==> config.mk <==
export PLATFORM = sky130hd
export DESIGN_NAME = tribus_rx_monitor_flat
export DESIGN_NICKNAME = d
export VERILOG_FILES = /design/src/rtl/tribus_pkg.sv /design/src/rtl/tribus_rx_monitor_if.sv /design/src/rtl/tribus_rx_fifo.sv /design/src/rtl/tribus_rx_monitor.sv /design/src/flat_wrapper.sv
export SDC_FILE = /design/constraint.sdc
export NUM_CORES = 1
export LEC_CHECK = 0
export ABC_AREA = 1
export CORE_ASPECT_RATIO = 0.9
export CORE_MARGIN = 5
export CORE_UTILIZATION = 55
export CTS_CLUSTER_DIAMETER = 60
export DETAILED_ROUTE_END_ITERATION = 8
export PLACE_DENSITY = 0.77
export SYNTH_ARGS = -nofsm -noshare
export SYNTH_HDL_FRONTEND = slang
export SYNTH_SLANG_ARGS = --single-unit
==> constraint.sdc <==
create_clock -name i_clk -period 3.29 [get_ports i_clk]
set_input_delay 0.658 -clock i_clk [delete_from_list [all_inputs] [get_ports i_clk]]
set_output_delay 0.658 -clock i_clk [all_outputs]
set_load 0.01 [all_outputs]
==> src/rtl/tribus_pkg.sv <==
// Shared types and helpers for the tri-state bus receive monitor.
package tribus_pkg;

    typedef enum logic [1:0] {ClsIdle, ClsSingle, ClsMulti} cls_e;

    // Helpers take a zero-extended enable vector; NDRV must not exceed this.
    localparam int unsigned MaxDrv = 32;

    function automatic int unsigned popcount(logic [MaxDrv-1:0] v);
        int unsigned n;
        n = 0;
        for (int i = 0; i < MaxDrv; i++) begin
            if (v[i]) n++;
        end
        return n;
    endfunction

    // Lowest set bit wins; only meaningful when exactly one bit is set.
    function automatic int unsigned onehot_to_idx(logic [MaxDrv-1:0] v);
        int unsigned idx;
        idx = 0;
        for (int i = MaxDrv - 1; i >= 0; i--) begin
            if (v[i]) idx = unsigned'(i);
        end
        return idx;
    endfunction

    function automatic cls_e classify(int unsigned n);
        if (n == 0) return ClsIdle;
        if (n == 1) return ClsSingle;
        return ClsMulti;
    endfunction

    // Prev-source is kept SRCW+1 bits wide; a set MSB means "no current driver".
    localparam bit SrcNoneFlag = 1'b1;

endpackage

==> src/rtl/tribus_rx_monitor_if.sv <==
// Bus-side and consumer-side signals of the tri-state bus receive monitor.
interface tribus_rx_monitor_if #(
    parameter int unsigned WIDTH = 8,
    parameter int unsigned NDRV  = 4
);
    localparam int unsigned SRCW = $clog2(NDRV);

    logic [WIDTH-1:0] bus;
    logic [NDRV-1:0]  drv_en;
    logic             clr;
    logic             out_valid;
    logic             out_ready;
    logic [WIDTH-1:0] out_data;
    logic [SRCW-1:0]  out_src;
    logic [WIDTH-1:0] keep;
    logic             contention;
    logic             bus_float;
    logic             overflow;

    modport master (
        output bus, drv_en, clr, out_ready,
        input  out_valid, out_data, out_src, keep, contention, bus_float, overflow
    );

    modport slave (
        input  bus, drv_en, clr, out_ready,
        output out_valid, out_data, out_src, keep, contention, bus_float, overflow
    );
endinterface

==> src/rtl/tribus_rx_fifo.sv <==
// Synchronous FIFO with wrap-bit pointers; flags pushes dropped while full.
module tribus_rx_fifo #(
    parameter int unsigned WIDTH = 10,
    parameter int unsigned DEPTH = 4
) (
    input  logic             i_clk,
    input  logic             i_rn,
    input  logic             i_push,
    input  logic [WIDTH-1:0] i_data,
    input  logic             i_pop,
    output logic [WIDTH-1:0] o_data,
    output logic             o_empty,
    output logic             o_full,
    output logic             o_drop
);
    localparam int unsigned AW = $clog2(DEPTH);
    localparam logic [AW:0] PtrOne = (AW + 1)'(1);

    logic [WIDTH-1:0] r_mem [DEPTH];
    logic [AW:0]      r_wptr;
    logic [AW:0]      r_rptr;
    logic             w_do_push;
    logic             w_do_pop;

    assign o_empty   = (r_wptr == r_rptr);
    assign o_full    = (r_wptr[AW-1:0] == r_rptr[AW-1:0]) && (r_wptr[AW] != r_rptr[AW]);
    assign w_do_pop  = i_pop && !o_empty;
    // A pop frees the slot the push lands in, so full+pop still accepts.
    assign w_do_push = i_push && (!o_full || w_do_pop);
    assign o_drop    = i_push && o_full && !w_do_pop;
    assign o_data    = r_mem[r_rptr[AW-1:0]];

    always_ff @(posedge i_clk) begin
        if (!i_rn) begin
            r_wptr <= '0;
            r_rptr <= '0;
        end else begin
            if (w_do_push) r_wptr <= r_wptr + PtrOne;
            if (w_do_pop)  r_rptr <= r_rptr + PtrOne;
        end
    end

    always_ff @(posedge i_clk) begin
        if (w_do_push) r_mem[r_wptr[AW-1:0]] <= i_data;
    end
endmodule

==> src/rtl/tribus_rx_monitor.sv <==
// Tri-state bus receiver: sampler, driver classifier, bus keeper, float/contention
// detection and a source-tagged transfer FIFO.
module tribus_rx_monitor
    import tribus_pkg::*;
#(
    parameter int unsigned WIDTH       = 8,
    parameter int unsigned NDRV        = 4,
    parameter int unsigned DEPTH       = 4,
    parameter int unsigned FLOAT_LIMIT = 15
) (
    input logic                i_clk,
    input logic                i_rn,
    tribus_rx_monitor_if.slave io_mon
);
    localparam int unsigned SRCW = $clog2(NDRV);
    localparam int unsigned FCW  = $clog2(FLOAT_LIMIT + 1);
    localparam logic [SRCW:0]  SrcNone  = {SrcNoneFlag, {SRCW{1'b0}}};
    localparam logic [FCW-1:0] FloatMax = FCW'(FLOAT_LIMIT);
    localparam logic [FCW-1:0] FloatOne = FCW'(1);

    logic [WIDTH-1:0]      r_s_bus;
    logic [NDRV-1:0]       r_s_en;
    logic [WIDTH-1:0]      r_keep;
    logic [SRCW:0]         r_prev;
    logic [FCW-1:0]        r_float_cnt;
    logic                  r_contention;
    logic                  r_overflow;

    cls_e                  w_cls;
    logic [SRCW-1:0]       w_src;
    logic                  w_push;
    logic                  w_pop;
    logic                  w_empty;
    logic                  w_full;
    logic                  w_drop;
    logic [SRCW+WIDTH-1:0] w_head;

    always_comb begin
        w_cls  = classify(popcount(MaxDrv'(r_s_en)));
        w_src  = SRCW'(onehot_to_idx(MaxDrv'(r_s_en)));
        w_push = (w_cls == ClsSingle) && (r_prev != {1'b0, w_src});
    end

    always_ff @(posedge i_clk) begin
        if (!i_rn) begin
            r_s_bus      <= '0;
            r_s_en       <= '0;
            r_keep       <= '0;
            r_prev       <= SrcNone;
            r_float_cnt  <= '0;
            r_contention <= 1'b0;
            r_overflow   <= 1'b0;
        end else begin
            r_s_bus <= io_mon.bus;
            r_s_en  <= io_mon.drv_en;

            case (w_cls)
                ClsSingle: begin
                    r_keep      <= r_s_bus;
                    r_float_cnt <= '0;
                    r_prev      <= {1'b0, w_src};
                end
                ClsMulti: begin
                    r_float_cnt <= '0;
                    r_prev      <= SrcNone;
                end
                default: begin
                    if (r_float_cnt != FloatMax) r_float_cnt <= r_float_cnt + FloatOne;
                    r_prev <= SrcNone;
                end
            endcase

            // A fresh event in the same cycle outranks CLR.
            if (w_cls == ClsMulti)  r_contention <= 1'b1;
            else if (io_mon.clr)    r_contention <= 1'b0;

            if (w_drop)             r_overflow <= 1'b1;
            else if (io_mon.clr)    r_overflow <= 1'b0;
        end
    end

    assign w_pop = !w_empty && io_mon.out_ready;

    tribus_rx_fifo #(
        .WIDTH (SRCW + WIDTH),
        .DEPTH (DEPTH)
    ) u_fifo (
        .i_clk   (i_clk),
        .i_rn    (i_rn),
        .i_push  (w_push),
        .i_data  ({w_src, r_s_bus}),
        .i_pop   (w_pop),
        .o_data  (w_head),
        .o_empty (w_empty),
        .o_full  (w_full),
        .o_drop  (w_drop)
    );

    assign io_mon.out_valid  = !w_empty;
    assign io_mon.out_data   = w_head[WIDTH-1:0];
    assign io_mon.out_src    = w_head[WIDTH +: SRCW];
    assign io_mon.keep       = r_keep;
    assign io_mon.contention = r_contention;
    assign io_mon.bus_float  = (r_float_cnt == FloatMax);
    assign io_mon.overflow   = r_overflow;

    logic w_unused;
    assign w_unused = w_full;
endmodule

==> src/flat_wrapper.sv <==
// flat-port wrapper written by rule: the top's interface ports become plain ports
module tribus_rx_monitor_flat import tribus_pkg::*;
#(
    parameter int unsigned WIDTH       = 8,
    parameter int unsigned NDRV        = 4,
    parameter int unsigned DEPTH       = 4,
    parameter int unsigned FLOAT_LIMIT = 15
)
  (i_clk, i_rn, io_mon_bus, io_mon_drv_en, io_mon_clr, io_mon_out_ready, io_mon_out_valid, io_mon_out_data, io_mon_out_src, io_mon_keep, io_mon_contention, io_mon_bus_float, io_mon_overflow);
  tribus_rx_monitor_if #(.WIDTH(WIDTH), .NDRV(NDRV)) io_mon_i ();
  input logic i_clk;
  input logic i_rn;
  input wire logic [$bits(io_mon_i.bus)-1:0] io_mon_bus;
  input wire logic [$bits(io_mon_i.drv_en)-1:0] io_mon_drv_en;
  input wire logic [$bits(io_mon_i.clr)-1:0] io_mon_clr;
  input wire logic [$bits(io_mon_i.out_ready)-1:0] io_mon_out_ready;
  output wire logic [$bits(io_mon_i.out_valid)-1:0] io_mon_out_valid;
  output wire logic [$bits(io_mon_i.out_data)-1:0] io_mon_out_data;
  output wire logic [$bits(io_mon_i.out_src)-1:0] io_mon_out_src;
  output wire logic [$bits(io_mon_i.keep)-1:0] io_mon_keep;
  output wire logic [$bits(io_mon_i.contention)-1:0] io_mon_contention;
  output wire logic [$bits(io_mon_i.bus_float)-1:0] io_mon_bus_float;
  output wire logic [$bits(io_mon_i.overflow)-1:0] io_mon_overflow;
  assign io_mon_i.bus = io_mon_bus;
  assign io_mon_i.drv_en = io_mon_drv_en;
  assign io_mon_i.clr = io_mon_clr;
  assign io_mon_i.out_ready = io_mon_out_ready;
  assign io_mon_out_valid = io_mon_i.out_valid;
  assign io_mon_out_data = io_mon_i.out_data;
  assign io_mon_out_src = io_mon_i.out_src;
  assign io_mon_keep = io_mon_i.keep;
  assign io_mon_contention = io_mon_i.contention;
  assign io_mon_bus_float = io_mon_i.bus_float;
  assign io_mon_overflow = io_mon_i.overflow;
  tribus_rx_monitor #(.WIDTH(WIDTH), .NDRV(NDRV), .DEPTH(DEPTH), .FLOAT_LIMIT(FLOAT_LIMIT)) u_core (.i_clk(i_clk), .i_rn(i_rn), .io_mon(io_mon_i));
endmodule
==> results.toml, run 1 <==
[setup_path]
cp.arrival_ns = 2.85
crit_required_ns = 3.33
ff2ff_setup_slack_ns = 0.48
criticalPathCategory = "reg -> reg"
startpoint_type = "flop"
critPathCaptureType = "flop"
path_max_fanout = 13

[layout]
n_antenna_cell = 0
mostFrequentLayoutCells = "nand2_1, inv_1, edfxtp_1, nor2_1"
syn2layout_area_growth_pct = 22.85
final_common_cell = "nand2_1"
num-nets-final = 389
fin_area_mm2 = 0.003794
drive_gt1_share_pct = 7.317

[cts]
cts_setup_buffers = 0
ctsRootBufferMaster = "clkbuf_8"
cts_resized = 0
cts_sinks = 77
insertion_delay_ns = 0.33
cts_tree = "built"
cts-buffers-inserted = 9
h-tree-depth = 3
cts_buffer_depth = 2
ctsHoldBuffers = 0
cts.clk_slew.worst_paths_ns = 0.07

[place]
detailed_place_hpwl_mm = 4.419
portBuffers = 37
place_area_mm2 = 0.003546
gp_congestion = 0.8580

[routing]
wl_per_cell_um = 13.72
viasPerCell = 4.963
vias = 2164
route.detailed.drc = 0
wirelength_mm = 5.984
first_pass_iters = 4
drtIter0Drc = 95
postRouteAntennaNets = 0

[power_and_ir_drop]
p_per_area_mw_per_mm2 = 649.1
ir_drop_mv = 0.3816
p_leak_uw = 0.001617

[synthesis]
synth_cells = 319
ys_warn_count = 0
synthDistinctLibCells = 26
syn-num-nets = 344
synth_seq_cells = 77
yosysSeqAreaShare_pct = 62.88
syn_area_per_cell_um2 = 9.680
syn_area_mm2 = 0.003088

[global_route]
grt_overflow = 0
grt_pass1_wl_mm = 9.639
grt_pass1_vias = 2056
antenna_found_initial = 0
grt_max_degree = 21
grtUsageTotal_pct = 18.40

[sta]
fin_crit_ns = 2.810
period_share_pct = 85.41
rsz0062_at_grt = "no"
finalMaxSlewViolations = 0
final_hold_viol_count = 0
tightestPinTransition_ns = 0.5199
setup_viol = 0
relSlewSlack_pct = 65.30
setup-tns-final_ns = 0
clock.fmax_mhz = 355.9
finClkSkew_ns = 0.005657

[die]
rows = 25
initial_core_util_pct = 57.73
io_pins = 38
die_h_um = 81.09
die-area_mm2 = 0.007215
core_area_mm2 = 0.005349
die_x_um = 88.98

[run_status]
outcome = "finished, final reports clean"

[worst_hold_path]
min_path_type = "reg -> reg"

[flow_run]
maxCapViolCount = 0
[through the flow]
stage | std cells | setup WS [ns] | total power (uW) | utilization, % | hold slack [ns]
4_1_cts | 436 | 0.4654 | 2479 | 70.92 | 0.4643
5_1_grt | 436 | 0.2446 | 2580 | 70.92 | 0.4935
6_report | 436 | 0.4800 | 2462 | 70.92 | 0.4609
3_5_place_dp | 420 | 0.5069 | 1636 | 66.29 | 0.4530
2_1_floorplan | 319 | 0.5455 | 1411 | - | 0.4580
3_3_place_gp | 420 | 0.5862 | 1627 | 66.29 | 0.4557
[cells in the mapped netlist (all sizes together)]
library cell,n,area share [%]
or2,2,0.41
nor2,40,5.1
dfxtp,37,24
edfxtp,40,39
nand3,8,1.7
o22ai,10,2.0
a21oi,16,2.7
a211oi,1,0.24
clkbuf,7,0.85
xnor2,1,0.28
buf,2,0.49
ha,9,3.6
nand2,73,9.0
inv,44,5.3
o21ai,23,3.7
xor2,3,0.85
nor3,1,0.16
nand4,2,0.61
[per-layer routing]
layer	wire length, um	part of all wire, %	vias up	global-route usage [%]
met2	3113	52	43	31.90
met5	0	0	-	0
met3	241	4.0	7	3.753
met4	95	1.6	0	9.077
li1	-	-	1127	-
met1	2533	42	987	21.66
[worst paths after layout]
check / from / endpoint / cells after the start
setup / recovery: u_core.r_s_en[0] / u_core.u_fifo.r_mem[1][8] / 13
hold / removal: u_core.io_mon.keep[4] / u_core.io_mon.keep[4] / 2
setup reg to reg: u_core.r_s_en[0] / u_core.u_fifo.r_mem[1][8] / 13
hold reg to reg: u_core.io_mon.keep[4] / u_core.io_mon.keep[4] / 2
[where the power goes]
part           internal (uW)  total, uW  switching, uW
sequential              1080       1130           45.2
combinational            220        486            266
clock                    523        849            326
[cells by family (layout without fill, tap and decap cells)]
group                    count (synthesis)  count (layout)  share of synthesized area, %
buffers and inverters                   53             103                         6.685
AO/OA/AOI/OAI                           50              50                         8.712
flip-flops                              77              77                         62.88
AND/OR/NAND/NOR                        126             126                         16.94
adder cells (fa/ha/maj)                  9               9                         3.647
XOR/XNOR                                 4               4                         1.135
[sequential cells by signal, indices dropped and copies added, names as in the netlist, named ones only]
register / flops
u_core.r_s_en: 4
u_core.io_mon.keep: 8
u_core.u_fifo.r_rptr: 3
u_core.io_mon.contention: 1
u_core.io_mon.overflow: 1
u_core.u_fifo.r_mem: 40
u_core.r_s_bus: 8
u_core.u_fifo.r_wptr: 3
u_core.r_prev: 3
u_core.r_float_cnt: 4
[critical path: stages (launching register included)]
cell and delay (ns):
dfxtp_1 0.36, inv_1 0.08, ha_1 0.32, or2_1 0.24, nand2_1 0.08, inv_1 0.04, ha_1 0.28, or2_0 0.22
nand2_1 0.08, nand2_2 0.07, nor2_4 0.26, nand3_4 0.16, nor2_1 0.13, buf_4 0.19
[cell type report]
| type | count | area, um^2 |
|---|---|---|
| sequential | 77 | 1942 |
| fill | 400 | 1555 |
| multi-input combinational | 189 | 939.7 |
| timing repair buffer | 43 | 415.4 |
| inverter | 44 | 165.2 |
| clock buffer | 10 | 137.6 |
| clock inverter | 6 | 110.1 |
| tap | 67 | 83.83 |
Power figures use the tool's default switching activity.
==> run 2, diff against run 1 <==
Settings changed: PLACE_DENSITY 0.77 to 0.79, TNS_END_PERCENT set to 30.
==> run 2 against run 1 <==
Against the previous run:
- global-route usage grew 0.47 points
- hold slack gained 0.0097 ns
- final cell count is the same
- clock skew grew 0.0012 ns
- non-clock buffer count is the same
==> results.toml, run 2 (synthesis gave the netlist of run 1 again) <==
[run_status]
outcome = "finished, final reports clean"

[place]
gp_congestion = 0.8345
detailed_place_hpwl_mm = 4.479
portBuffers = 37

[die]
initial_core_util_pct = 57.73
io_pins = 38
core_area_mm2 = 0.005349
die-area_mm2 = 0.007215
rows = 25
die_h_um = 81.09
die_x_um = 88.98

[layout]
n_antenna_cell = 0
num-nets-final = 389
mostFrequentLayoutCells = "nand2_1, inv_1, edfxtp_1, nor2_1"
largest_reg_flops = 40
final_common_cell = "nand2_1"
fin_util_pct = 70.01
syn2layout_area_growth_pct = 21.27
n_fill_cell = 399
drive_gt1_share_pct = 7.588

[cts]
ctsRootBufferMaster = "clkbuf_8"
cts_tree = "built"
cts_sinks = 77
cts_buffer_depth = 2
h-tree-depth = 3
ctsHoldBuffers = 0
cts_resized = 0
insertion_delay_ns = 0.34
cts_setup_buffers = 0
cts-buffers-inserted = 9
cts.clk_slew.worst_paths_ns = 0.08

[setup_path]
crit_chain = "inv_1 -> ha_1 -> or2_1 -> nand2_1 -> inv_1 -> ha_1 -> or2_0 -> nand2_1 -> nand2_2 -> nor2_4 -> nand3_4 -> nor2_1 -> buf_4"
crit_required_ns = 3.33
critPathSlowestCell = "dfxtp_1"
worstReg2RegEnd = "u_core.u_fifo.r_mem[0][8]"
criticalPathCategory = "reg -> reg"
cp.arrival_ns = 2.89
path_max_fanout = 13
startpoint_type = "flop"
r2r_start = "u_core.r_s_en[0]"
ff2ff_setup_slack_ns = 0.45
critPathCaptureType = "flop"
worstRegToRegCells = 13
slowest_delay_ns = 0.36

[sta]
relSlewSlack_pct = 67.84
period_share_pct = 86.38
setup_viol = 0
rsz0062_at_grt = "no"
setup-tns-final_ns = 0
clock.fmax_mhz = 351.9
finClkSkew_ns = 0.006819
final_hold_viol_count = 0
tightestPinTransition_ns = 0.4819
fin_crit_ns = 2.842
finalMaxSlewViolations = 0

[worst_hold_path]
min_to = "u_core.io_mon.keep[5]"
min_path_type = "reg -> reg"
worst_hold_path.num_cells = 2
min_from = "u_core.io_mon.keep[5]"

[global_route]
grt_pass1_wl_mm = 9.846
grt_pass1_vias = 2049
grt_overflow = 0
antenna_found_initial = 0
grt_max_degree = 21
grtUsageTotal_pct = 18.87

[routing]
wl_per_cell_um = 13.92
viasPerCell = 5.112
vias = 2229
drtIter0Drc = 97
wirelength_mm = 6.070
route.detailed.drc = 0
first_pass_iters = 4
postRouteAntennaNets = 0

[power_and_ir_drop]
ir_drop_mv = 0.3913
p_per_area_mw_per_mm2 = 618.2
p_leak_uw = 0.001599

[flow_run]
maxCapViolCount = 0
## run 2: changes by cell type in the layout (fill, tap and decap cells not counted), sizes merged
cell    change
clkinv      +1
inv         +1
bufinv      -2
## run 2: per-layer routing
layer / share of wire [%] / track usage [%] / wire length [um] / vias up
li1: - / - / - / 1122
met1: 41 / 23.51 / 2512 / 1010
met2: 48 / 30.64 / 2940 / 79
met3: 6.8 / 4.260 / 415 / 18
met4: 3.3 / 9.970 / 202 / 0
met5: 0 / 0 / 0 / -
## run 2: how the worst max path moves through the flow
stage | from | endpoint | cells after the start
6_report | u_core.r_s_en[0] | u_core.u_fifo.r_mem[0][8] | 13
2_1_floorplan | u_core.r_s_en[0] | u_core.u_fifo.r_mem[0][0] | 12
5_1_grt | u_core.r_s_en[0] | u_core.u_fifo.r_mem[3][1] | 13
3_5_place_dp | u_core.r_s_en[0] | u_core.u_fifo.r_mem[0][2] | 13
3_3_place_gp | u_core.r_s_en[0] | u_core.u_fifo.r_mem[3][2] | 13
4_1_cts | u_core.r_s_en[0] | u_core.u_fifo.r_mem[0][9] | 13
## run 2: power by group
part	leakage, uW	switching [uW]	internal [uW]	total, uW
Sequential	0.000680	51.8	1080	1130
Clock	0.000102	334	370	704
Combinational	0.000817	258	220	478
Total	0.00160	644	1670	2320
## run 2: area by class of cell
cell class,instances,area (um^2),area share (%)
Tap cell,67,83.83,2.239
Clock inverter,6,61.31,1.637
Inverter,44,165.2,4.410
Timing Repair Buffer,43,415.4,11.09
Sequential cell,77,1942,51.85
Clock buffer,10,137.6,3.675
Multi-Input combinational cell,189,939.7,25.09
## run 2: per-stage QoR
step	setup WS [ns]	hold WS, ns	cell area (um^2)	total power [uW]	instances
after floorplan	0.5455	0.4580	3088	1411	319
after global placement	0.6022	0.4563	3546	1617	420
after detailed placement	0.4847	0.4574	3546	1635	420
after CTS	0.4556	0.4697	3745	2330	436
after global routing	0.2183	0.4738	3745	2446	436
final	0.4482	0.4706	3745	2315	436
## run 2: worst max-delay path, delay by kind of cell, from the launching register on
kind	cells	cell delay, ns
and+or+nand+nor	8	1.27
adders and majority gates	2	0.60
DFF	1	0.36
buffers and inverters	3	0.33
==> run 3, diff against run 2 <==
--- a/constraint.sdc
+++ b/constraint.sdc
@@ -3,2 +3,2 @@
 set_output_delay 0.658 -clock i_clk [all_outputs]
-set_load 0.01 [all_outputs]
+set_load 0.1 [all_outputs]
==> run 3 against run 2 <==
Against the previous run:
- sequential cell count unchanged
- worst setup slack improved by 0.037 ns
- critical path depth unchanged
- final cell count unchanged
- largest cell class unchanged
==> results.toml, run 3 (synthesis gave the netlist of run 1 again) <==
[sta]
finClkSkew_ns = 0.003793
relSlewSlack_pct = 66.51
final_hold_viol_count = 0
tightestPinTransition_ns = 0.5018
setup-tns-final_ns = 0
rsz0062_at_grt = "no"
fin_hold_ws_ns = 0.4666
timing.final.ws_setup_ns = 0.4854
period_share_pct = 85.25
setup_viol = 0
finalMaxSlewViolations = 0
clock.fmax_mhz = 356.6
fin_crit_ns = 2.805

[die]
core_area_mm2 = 0.005349
io_pins = 38
rows = 25
die_x_um = 88.98
die_h_um = 81.09
die-area_mm2 = 0.007215
initial_core_util_pct = 57.73

[cts]
cts_tree = "built"
insertion_delay_ns = 0.34
ctsHoldBuffers = 0
cts_setup_buffers = 0
cts-buffers-inserted = 9
ctsRootBufferMaster = "clkbuf_8"
h-tree-depth = 3
cts_sinks = 77
cts_buffer_depth = 2
cts.clk_slew.worst_paths_ns = 0.07
cts_resized = 0

[setup_path]
crit_family = "simple AND/OR/NAND/NOR gates"
critPathCaptureType = "flop"
crit_chain = "inv_1 -> ha_1 -> or2_1 -> nand2_1 -> inv_1 -> ha_1 -> or2_0 -> nand2_1 -> nand2_2 -> nor2_4 -> nand3_4 -> nor2_1 -> buf_4"
crit_buf_inv = 3
critPathSlowestCell = "dfxtp_1"
r2r_start = "u_core.r_s_en[0]"
startpoint_type = "flop"
ff2ff_setup_slack_ns = 0.49
slowest_delay_ns = 0.35
crit_required_ns = 3.34
crit_start = "u_core.r_s_en[0]"
criticalPathCategory = "reg -> reg"
path_max_fanout = 13
cp.arrival_ns = 2.85

[power_and_ir_drop]
swShare_pct = 39.27
p_leak_uw = 0.001628
switchingPower_uw = 1077
p_clk_share_pct = 25.7
p_int_uw = 1665
combPwrFrac_pct = 32.9
pwr-share-seq_pct = 41.3
p_per_area_mw_per_mm2 = 742.6
ir_drop_mv = 0.5394

[place]
portBuffers = 37
dp_cells = 420
gp_congestion = 0.8473
detailed_place_hpwl_mm = 4.472
pre_cts_ws_ns = 0.4886

[global_route]
grt_overflow = 0
grt_max_degree = 21
grt_pass1_wl_mm = 9.860
antenna_found_initial = 0
grt_pass1_vias = 2092
grtUsageTotal_pct = 19.06

[flow_run]
maxCapViolCount = 0

[layout]
num-nets-final = 389
n_antenna_cell = 0
multi_input_area_um2 = 939.7
final_cells = 436
mostFrequentLayoutCells = "nand2_1, inv_1, edfxtp_1, nor2_1, dfxtp_1"
regArea_mm2 = 0.001942
syn2layout_area_growth_pct = 19.57
n_fill_cell = 411
largest_reg_flops = 40
final_common_cell = "nand2_1"
drive_gt1_share_pct = 13.01

[routing]
drtIter0Drc = 136
route.detailed.drc = 0
wirelength_mm = 6.103
first_pass_iters = 4
viasPerCell = 4.984
postRouteAntennaNets = 0
wl_per_cell_um = 14.00
vias = 2173

[run_status]
outcome = "finished, final reports clean"

[worst_hold_path]
min_from = "u_core.io_mon.keep[6]"
min_path_type = "reg -> reg"
[run 3: cell count changes in the layout (fill, tap and decap cells not counted), sizes merged]
cell	previous run	this run
buf	6	28
clkbuf	10	12
clkdlybuf4s50	37	15
clkinv	3	2
inv	45	44
[run 3: power by group through the flow]
stage | Sequential [uW] | Clock (uW) | Combinational, uW
finish | 1130 | 705 | 903
global route | 1140 | 768 | 960
CTS | 1130 | 723 | 909
detailed placement | 1160 | 0 | 906
global placement | 1150 | 0 | 893
floorplan | 1180 | 0 | 680
[run 3: area by class of cell]
class                   count  share of cell area [%]
repair buffers             43                   9.759
flip-flops and latches     77                   52.59
clock inverters             4                   1.254
multi-input cells         189                   25.45
clock buffers              12                   4.202
well taps                  67                   2.270
inverters                  44                   4.473
[run 3: stage by stage]
| stage | power [uW] | area [um^2] | util [%] |
|---|---|---|---|
| 6_report | 2742 | 3692 | 69.03 |
| 5_1_grt | 2871 | 3692 | 69.03 |
| 4_1_cts | 2765 | 3692 | 69.03 |
| 3_5_place_dp | 2062 | 3491 | 65.26 |
| 3_3_place_gp | 2046 | 3491 | 65.26 |
| 2_1_floorplan | 1858 | 3088 | - |
[run 3: path summary, 6_finish.rpt]
path,to,cells after the start
worst min-delay path,u_core.io_mon.keep[6],2
worst max-delay path,u_core.u_fifo.r_mem[0][2],13
worst max register to register,u_core.u_fifo.r_mem[0][2],13
worst min register to register,u_core.io_mon.keep[6],2
[run 3: worst min-delay path: cells and delay by family, from the launching register on]
family / cells / cell delay, ns
compound gates: 1 / 0.05
simple gates: 1 / 0.06
flops: 1 / 0.31
[run 3: per-layer routing]
layer / wire, um / vias up / part of all wire, % / global-route usage, %
met5: 0 / - / 0 / 0
met4: 132 / 0 / 2.2 / 9.375
met3: 341 / 9 / 5.6 / 5.071
met2: 3057 / 52 / 50 / 31.97
met1: 2572 / 987 / 42 / 22.60
li1: - / 1125 / - / -
